File: config.mk
export PLATFORM = sky130hd
export DESIGN_NAME = fifo_wr_arbiter
export DESIGN_NICKNAME = d
export VERILOG_FILES = /design/src/rtl/fifo_wr_arbiter.sv
export SDC_FILE = /design/constraint.sdc
export NUM_CORES = 1
export LEC_CHECK = 0
export ABC_AREA = 1
export ABC_CLOCK_PERIOD_IN_PS = 3300
export BUFFER_PORTS_ARGS = -buffer_cell sky130_fd_sc_hd__buf_2
export CAP_MARGIN = 40
export CORE_MARGIN = 1
export CORE_UTILIZATION = 45
export DETAILED_ROUTE_END_ITERATION = 7
export GPL_TIMING_DRIVEN = 0
export PLACE_DENSITY = 0.87
export SLEW_MARGIN = 0
export SYNTH_ARGS = -nofsm -noshare
export SYNTH_HDL_FRONTEND = slang
export SYNTH_SLANG_ARGS = --single-unit
File: constraint.sdc
create_clock -name clk -period 3.3 [get_ports clk]
set_input_delay 0 -clock clk [delete_from_list [all_inputs] [get_ports clk]]
set_output_delay 0 -clock clk [all_outputs]
set_load 0.05 [all_outputs]
File: src/rtl/fifo_wr_arbiter.sv
// fifo_wr_arbiter: round-robin burst arbiter in front of one shared write FIFO.
// A granted producer owns the FIFO for up to MAX_BURST accepted beats.
module fifo_wr_arbiter #(
  parameter int NUM_REQ   = 4,
  parameter int DATA_W    = 16,
  parameter int MAX_BURST = 4
) (
  input  logic                        clk,
  input  logic                        rst_n,
  input  logic [NUM_REQ-1:0]          req_valid,
  input  logic [NUM_REQ*DATA_W-1:0]   req_data,
  output logic [NUM_REQ-1:0]          req_ready,
  input  logic                        fifo_full,
  output logic                        wr_en,
  output logic [DATA_W-1:0]           data_in,
  output logic [$clog2(NUM_REQ)-1:0]  grant_id,
  output logic                        busy
);

  localparam int GID_W = $clog2(NUM_REQ);
  localparam int CNT_W = $clog2(MAX_BURST + 1);
  localparam logic [GID_W-1:0] LAST_ID = GID_W'(NUM_REQ - 1);
  localparam logic [CNT_W-1:0] LAST_BEAT = CNT_W'(MAX_BURST - 1);

  typedef enum logic {
    IDLE,
    BURST
  } state_e;

  state_e state_q, state_d;
  logic [GID_W-1:0] rr_ptr_q, rr_ptr_d;
  logic [GID_W-1:0] grant_id_q, grant_id_d;
  logic [CNT_W-1:0] burst_cnt_q, burst_cnt_d;

  logic [DATA_W-1:0] slice [NUM_REQ];
  logic [GID_W-1:0]  pick_id;
  logic [GID_W-1:0]  next_ptr;
  logic              pick_vld;
  logic              in_burst;
  logic              gnt_valid;

  for (genvar i = 0; i < NUM_REQ; i++) begin : g_slice
    assign slice[i] = req_data[i*DATA_W +: DATA_W];
  end

  // Scan from the highest offset down so the smallest offset wins.
  always_comb begin : arb_scan
    int unsigned idx;
    pick_id  = rr_ptr_q;
    pick_vld = 1'b0;
    idx      = 0;
    for (int k = NUM_REQ - 1; k >= 0; k--) begin
      idx = (int'(rr_ptr_q) + k) % NUM_REQ;
      if (req_valid[GID_W'(idx)]) begin
        pick_id  = GID_W'(idx);
        pick_vld = 1'b1;
      end
    end
  end

  assign in_burst  = (state_q == BURST);
  assign gnt_valid = req_valid[grant_id_q];
  assign next_ptr  = (grant_id_q == LAST_ID) ? '0
                                             : grant_id_q + 1'b1;

  always_comb begin
    req_ready = '0;
    if (in_burst && !fifo_full) begin
      req_ready[grant_id_q] = 1'b1;
    end
  end

  assign wr_en    = gnt_valid && req_ready[grant_id_q];
  assign data_in  = in_burst ? slice[grant_id_q] : '0;
  assign grant_id = grant_id_q;
  assign busy     = in_burst;

  always_comb begin
    state_d     = state_q;
    rr_ptr_d    = rr_ptr_q;
    grant_id_d  = grant_id_q;
    burst_cnt_d = burst_cnt_q;
    unique case (state_q)
      IDLE: begin
        if (pick_vld) begin
          grant_id_d  = pick_id;
          burst_cnt_d = '0;
          state_d     = BURST;
        end
      end
      BURST: begin
        if (wr_en) begin
          burst_cnt_d = burst_cnt_q + 1'b1;
        end
        // A dropped valid ends the burst even when the FIFO is full.
        if (!gnt_valid ||
            (wr_en && burst_cnt_q == LAST_BEAT)) begin
          state_d  = IDLE;
          rr_ptr_d = next_ptr;
        end
      end
    endcase
  end

  always_ff @(posedge clk or negedge rst_n) begin
    if (!rst_n) begin
      state_q     <= IDLE;
      rr_ptr_q    <= '0;
      grant_id_q  <= '0;
      burst_cnt_q <= '0;
    end else begin
      state_q     <= state_d;
      rr_ptr_q    <= rr_ptr_d;
      grant_id_q  <= grant_id_d;
      burst_cnt_q <= burst_cnt_d;
    end
  end

endmodule

==> results of run 1 <==
kinds of logic (layout without fill, tap and decap cells):
| group | count (synthesis) | after routing | share of synthesized area [%] |
|---|---|---|---|
| simple gates | 147 | 147 | 45.4 |
| fa+ha+maj | 6 | 6 | 5.63 |
| flops | 8 | 8 | 15.0 |
| buf+inv | 32 | 130 | 12.5 |
| compound gates | 56 | 56 | 21.4 |
path summary, 6_finish.rpt:
| path | to | slack, ns | cells past startpoint |
|---|---|---|---|
| max | wr_en | 0.95 | 10 |
| min | rr_ptr_q[1]$_DFFE_PN0P_ | 0.16 | 2 |
| max reg2reg | burst_cnt_q[0]$_DFFE_PN0P_ | 1.23 | 10 |
| min reg2reg | burst_cnt_q[0]$_DFFE_PN0P_ | 0.51 | 1 |
| max in group asynchronous | burst_cnt_q[0]$_DFFE_PN0P_ | 2.98 | 2 |
| min in group clk | rr_ptr_q[0]$_DFFE_PN0P_ | 0.24 | 5 |
flip-flops by register name, indices dropped and copies added (netlist names):
register and flops:
grant_id 2, busy 1, rr_ptr_q 2, burst_cnt_q 3
cells in the mapped netlist (all sizes together):
master  number
a21oi       17
and2         1
buf          9
clkbuf       4
clkinv       1
dfrtp        8
ha           6
inv         18
nand2       54
nand3       21
nand4        2
nor2        69
o211ai       1
o21ai       37
o21bai       1
area by class of cell:
| class | count | share of cell area, % |
|---|---|---|
| buffer | 13 | 4.94 |
| clock buffer | 3 | 1.20 |
| timing repair buffer | 95 | 25.6 |
| inverter | 19 | 3.94 |
| tap | 31 | 2.07 |
| sequential | 8 | 10.7 |
| multi-input combinational | 209 | 51.5 |
power breakdown:
part | internal, mW | total, mW | switching [mW]
Sequential | 0.140 | 0.195 | 0.0557
Clock | 0.0414 | 0.0721 | 0.0307
Combinational | 0.519 | 1.82 | 1.31
Total | 0.700 | 2.09 | 1.39
worst max-delay path: cells and delay by family (launching register included):
family / cells / cell delay [ns]
adders and majority gates: 1 / 0.25
buffers and inverters: 4 / 0.90
and+or+nand+nor: 5 / 0.45
DFF: 1 / 0.49
per-stage QoR:
| stage | hold WS (ns) | utilization (%) | std cells | area, µm² |
|---|---|---|---|---|
| finish | 0.161 | 67.4 | 378 | 1870 |
| floorplan | -0.296 | - | 249 | 1330 |
| CTS | 0.117 | 67.4 | 378 | 1870 |
| global placement | -0.154 | 66.2 | 374 | 1840 |
| global route | 0.182 | 67.4 | 378 | 1870 |
| detailed placement | -0.155 | 66.2 | 374 | 1840 |
layer usage:
layer | vias up | track usage (%)
met2 | 74 | 54.4
met3 | 10 | 3.46
met1 | 857 | 31.9
met5 | - | 0
met4 | 0 | 9.06
li1 | 1000 | -
==> out/results.ini, run 1 <==
[drt]
met2_wirelength_um = 2200
vias = 1941
dr_wl_met3_um = 227
first_pass_iters = 4
wl_per_cell_um = 11.5
totalWireLength_um = 4360
final_antenna_net_count = 0
drt_iter0_markers = 91
vias_per_cell = 5.13
drc_errors = 0
wl_met1_um = 1860
dr.max_layer_used = met4

[worst_setup_path]
cp_data_arrival_time_ns = 2.35
critPathMaxFanout = 11
crit_type = reg2out
crit_chain = inv_2 > clkbuf_1 > ha_1 > nand3_1 > nand2_1 > nand3_1 > nand2_1 > nand2_2 > inv_2 > buf_2
worstPathRequired_ns = 3.30
cpPeakStageDelay_ns = 0.49
critPathCaptureType = output pin
cp-start-kind = flop
crit_path_top_delay_cell = dfrtp_1
reg2reg_from = grant_id[0]$_DFFE_PN0P_
cp-startpoint = grant_id[0]$_DFFE_PN0P_

[clocking]
htreeDepth = 1
post_cts_resized = 0
clockBufferDepth = 2
post_cts_buffers = 0
hold_buffers = 1
cts_tree = done
clock_sinks = 8
ctsRootBufferMaster = clkbuf_4
cts_made_buffers = 3
clkTransAtPathRegs_ns = 0.05
clk_latency_ns = 0.25

[layout]
regArea_um2 = 200
multi_input_area_um2 = 966
synthToLayoutAreaGrowth_pct = 40.7
nNetsFinal = 426
diodes = 0
n_fill_cell = 289
layout_common_cells = buf_2 (96), nor2_1 (68), nand2_1 (50)
layout_commonest_cell = buf_2
drive_gt1_share_pct = 33.1

[logic_synthesis]
avgSynthCellArea_um2 = 5.35
synth.net_count = 326
yosysTopAreaCell = nor2_1
yosysUniqueCellTypes = 24
netlist_instances = 249
ys_top_cells_by_area = nor2_1 (19%), dfrtp_1 (15%), nand2_1 (14%)
ys_warn_count = 0
ys_seq_elements = 8
yosysSeqAreaShare_pct = 15.0
synth_area_mm2 = 0.00133
synth_top_area_share_pct = 19.2

[grt]
grt_max_degree = 12
antenna_found_initial = 0
grt_pass1_vias = 1820
grt_use_total_pct = 28.3
grt_pass1_wl_um = 7290
grt_overflow_total = 0

[floorplanning]
core_area_mm2 = 0.00278
num_rows = 19
io_pins = 95
die_x_um = 56.4
die_area_mm2 = 0.00318
die_h_um = 56.4
start_util_pct = 47.9

[power]
peakVddDrop_mv = 0.959
power_mw = 2.09
p_per_area_mw_per_mm2 = 1120
power_leakage_nw = 1.12

[sta]
layout_setup_ws_ns = 0.947
drv_slew = 0
finalSetupViolations = 0
worstMarginPinSlew_ns = 0.467
finClkSkew_ns = 0.00308
post-route-min-period_ns = 2.35
finalSetupTns_ns = 0
relSlewSlack_pct = 68.8
fmax_mhz = 425
finalHoldViolCount = 0
min_period_over_period_pct = 71.3
rsz0062_at_grt = no

[place]
gp_congestion = 0.905
portBuffers = 94
post-place-ws_ns = 1.24
dp_hpwl_um = 3460

[flow_run]
cap_violations = 0

[hold_path]
hp-class = in2async

[run_status]
outcome = complete, no violations

(Power assumes the default switching activity.)
==> inputs of run 2 (changes only) <==
Settings changed: ABC_AREA 1 to 0, ABC_CLOCK_PERIOD_IN_PS 3300 to 2500, CORE_UTILIZATION 45 to 38, PLACE_DENSITY 0.87 to 0.8.
Clock period 3.3 ns to 2.5 ns, I/O delays scaled along.
==> run 2 against run 1 <==
Sequential power is 28% higher. Non-clock buffer count decreased by 7. Largest power group unchanged. Clock skew is 0.00088 ns higher. Sequential share of layout area is 1.4 points higher. Highest routed layer unchanged. Via count is 38% lower. Area after synthesis down 17%. Global-route usage is 8.5 points lower. Critical endpoint unchanged.
==> out/results.ini, run 2 <==
[worst_setup_path]
r2r_end = rr_ptr_q[1]$_DFFE_PN0P_
rr_worst_depth = 8  ; -2
reg2reg_from = grant_id[1]$_DFFE_PN0P_
cp-start-kind = flop
cp-startpoint = grant_id[1]$_DFFE_PN0P_
cp_data_arrival_time_ns = 2.19  ; -0.16 ns
critical_path_buf_inv_count = 5  ; +1
worst-path-stages = 9  ; -1
crit_family = buffers and inverters
crit_chain = buf_6 > buf_2 > inv_1 > ha_1 > mux2i_1 > o22ai_2 > nand2_1 > inv_1 > buf_2
critPathCapture = wr_en
crit_type = reg2out
critPathCaptureType = output pin
critPathMaxFanout = 10  ; -1
worstPathRequired_ns = 2.50  ; -0.80 ns
crit_path_top_delay_cell = dfrtp_1
r2r_setup_slack_ns = 0.35  ; -0.88 ns
cpPeakStageDelay_ns = 0.45  ; -0.04 ns

[sta]
drv_slew = 0  ; unchanged
layout_setup_ws_ns = 0.306  ; -0.641 ns
finalSetupViolations = 0  ; unchanged
finalHoldViolCount = 0  ; unchanged
fin_hold_ws_ns = 0.120  ; -0.0406 ns
finalSetupTns_ns = 0  ; unchanged
finClkSkew_ns = 0.00397  ; +0.000885 ns
post-route-min-period_ns = 2.19
rsz0062_at_grt = no
worstMarginPinSlew_ns = 0.359  ; -0.108 ns
min_period_over_period_pct = 87.8
relSlewSlack_pct = 76.0  ; +7.2 points
fmax_mhz = 456

[place]
portBuffers = 94  ; unchanged
post-place-ws_ns = 0.338  ; -0.897 ns
gp_congestion = 0.795  ; -12%
dp_hpwl_um = 2620  ; -24%
dp.cells = 225  ; -40%

[floorplanning]
core_area_mm2 = 0.00276  ; -0.85%
start_util_pct = 40.3  ; -7.6 points
die_h_um = 56.1  ; -0.55%
io_pins = 95  ; unchanged
die_x_um = 56.1  ; -0.55%
num_rows = 19  ; unchanged
die_area_mm2 = 0.00315  ; -1.1%

[drt]
vias_per_cell = 5.26  ; +2.5%
wl_per_cell_um = 13.4  ; +16%
drc_errors = 0  ; unchanged
drt_iter0_markers = 49  ; -46%
final_antenna_net_count = 0  ; unchanged
totalWireLength_um = 3070  ; -30%
first_pass_iters = 4  ; unchanged
vias = 1205  ; -38%

[clocking]
clockBufferDepth = 2  ; unchanged
cts_made_buffers = 3  ; unchanged
post_cts_buffers = 0  ; unchanged
htreeDepth = 1  ; unchanged
clk_latency_ns = 0.25  ; about the same
cts_tree = done
ctsRootBufferMaster = clkbuf_4
clkTransAtPathRegs_ns = 0.05  ; about the same
clock_sinks = 8  ; unchanged

[layout]
synthToLayoutAreaGrowth_pct = 48.7
drive_gt1_share_pct = 58.6  ; +25 points
nNetsFinal = 277  ; -35%
layout_commonest_cell = buf_2
diodes = 0  ; unchanged
regArea_um2 = 200  ; unchanged
n_fill_cell = 271  ; -6.2%
layout_common_cells = buf_2 (96), and2_1 (20), mux4_2 (13)
stdcell_count = 229  ; -39%
largest_reg_flops = 3  ; unchanged
multi_input_area_um2 = 853  ; -12%
regMostFlops = burst_cnt_q

[grt]
grt_pass1_wl_um = 5050  ; -31%
grt_overflow_total = 0  ; unchanged
antenna_found_initial = 0  ; unchanged
grt_pass1_vias = 1214  ; -33%
grt_use_total_pct = 19.8  ; -8.5 points
grt_max_degree = 11  ; -1

[logic_synthesis]
synth_area_mm2 = 0.00111  ; -17%
yosysTopAreaCell = mux4_2
synthTopCellsByCount = and2_1 (20), mux4_2 (13), dfrtp_1 (8)
yosysSeqAreaShare_pct = 18.0  ; +3.0 points
ys_top_cells_by_area = mux4_2 (26%), dfrtp_1 (18%), and2_1 (11%)
synth.net_count = 177  ; -46%
ys_warn_count = 0  ; unchanged
avgSynthCellArea_um2 = 11.1  ; +110%
netlist_instances = 100  ; -60%
synth_ff_type = dfrtp_1
async_reset_ff_share_pct = 100  ; unchanged
synth_top_area_share_pct = 26.3  ; +7.2 points
synth_most_common_cell = and2_1
ys_seq_elements = 8  ; unchanged
synth_edf_count = 0  ; unchanged
yosysUniqueCellTypes = 28  ; +17%

[power]
p_per_area_mw_per_mm2 = 1280  ; +14%
seqPwrFrac_pct = 11.8  ; +2.5 points
p_switching_mw = 1.24  ; -11%
clockPowerShare_pct = 4.4  ; +1.0 points
power_leakage_nw = 0.872  ; -22%
peakVddDrop_mv = 1.01  ; +5.2%
internal_power_mw = 0.867  ; +24%
switching_share_pct = 58.9  ; -7.6 points
combinationalPowerShare_pct = 83.8  ; -3.4 points

[run_status]
outcome = complete, no violations

[hold_path]
hp-class = in2async

[flow_run]
cap_violations = 0  ; unchanged

-- run 2: how the worst min path moves through the flow --
stage / start / to / slack (ns) / cells past startpoint
after detailed placement: rst_n / rr_ptr_q[0]$_DFFE_PN0P_ / -0.15 / 1
after global placement: rst_n / rr_ptr_q[0]$_DFFE_PN0P_ / -0.15 / 1
after CTS: rst_n / rr_ptr_q[0]$_DFFE_PN0P_ / 0.12 / 2
final: rst_n / rr_ptr_q[0]$_DFFE_PN0P_ / 0.12 / 2
after global routing: rst_n / rr_ptr_q[0]$_DFFE_PN0P_ / 0.12 / 2
after floorplan: rst_n / burst_cnt_q[0]$_DFFE_PN0P_ / -0.30 / 0
-- run 2: worst reg2reg max path: stages (launching register included) --
cell and delay (ns):
dfrtp_1 0.45, buf_6 0.18, buf_2 0.27, inv_1 0.12, ha_1 0.20, mux2i_1 0.16, o22ai_2 0.12, a21oi_2 0.21
mux2_1 0.34
-- run 2: routing by layer --
metal / part of all wire [%] / wire (µm) / track usage [%] / up-vias
met1: 38 / 1170 / 22.4 / 572
met4: 0.49 / 15 / 4.18 / 0
met2: 54 / 1660 / 38.9 / 55
li1: - / - / - / 576
met5: 0 / 0 / 0 / -
met3: 7.5 / 230 / 2.79 / 2
-- run 2: per-stage QoR --
stage                     cell area [µm²]  power (mW)  utilization [%]
after detailed placement             1620        2.03             58.8
after global routing                 1650        2.26             60.0
final                                1650        2.11             60.0
after CTS                            1650        2.13             60.0
after floorplan                      1110        1.66                -
after global placement               1620        2.01             58.8
-- run 2: cells by family after synthesis --
logic type,count (synthesis),share of synthesized area (%)
buf+inv,12,5.29
mux,24,42.3
fa+ha+maj,6,6.75
simple gates,39,20.4
flops,8,18.0
compound gates,11,7.31
-- run 2: power groups by stage --
stage,logic (mW),registers [mW],clock network (mW)
2_1_floorplan,1.34,0.315,0
3_3_place_gp,1.76,0.249,0
3_5_place_dp,1.78,0.249,0
4_1_cts,1.79,0.247,0.0979
5_1_grt,1.89,0.259,0.108
6_report,1.77,0.249,0.0939
-- run 2: final cells by class --
type,instances,area share [%]
multi-input cells,80,51.6
repair buffers,95,29.0
flip-flops and latches,8,12.1
well taps,31,2.34
plain buffers,6,2.19
clock buffers,3,1.36
inverters,6,1.36
-- run 2: timing repair --
action / CTS / global route
hold buffers: 1 / 0
gates resized for setup: 0 / 0
hold endpoints to repair: 8 / 0
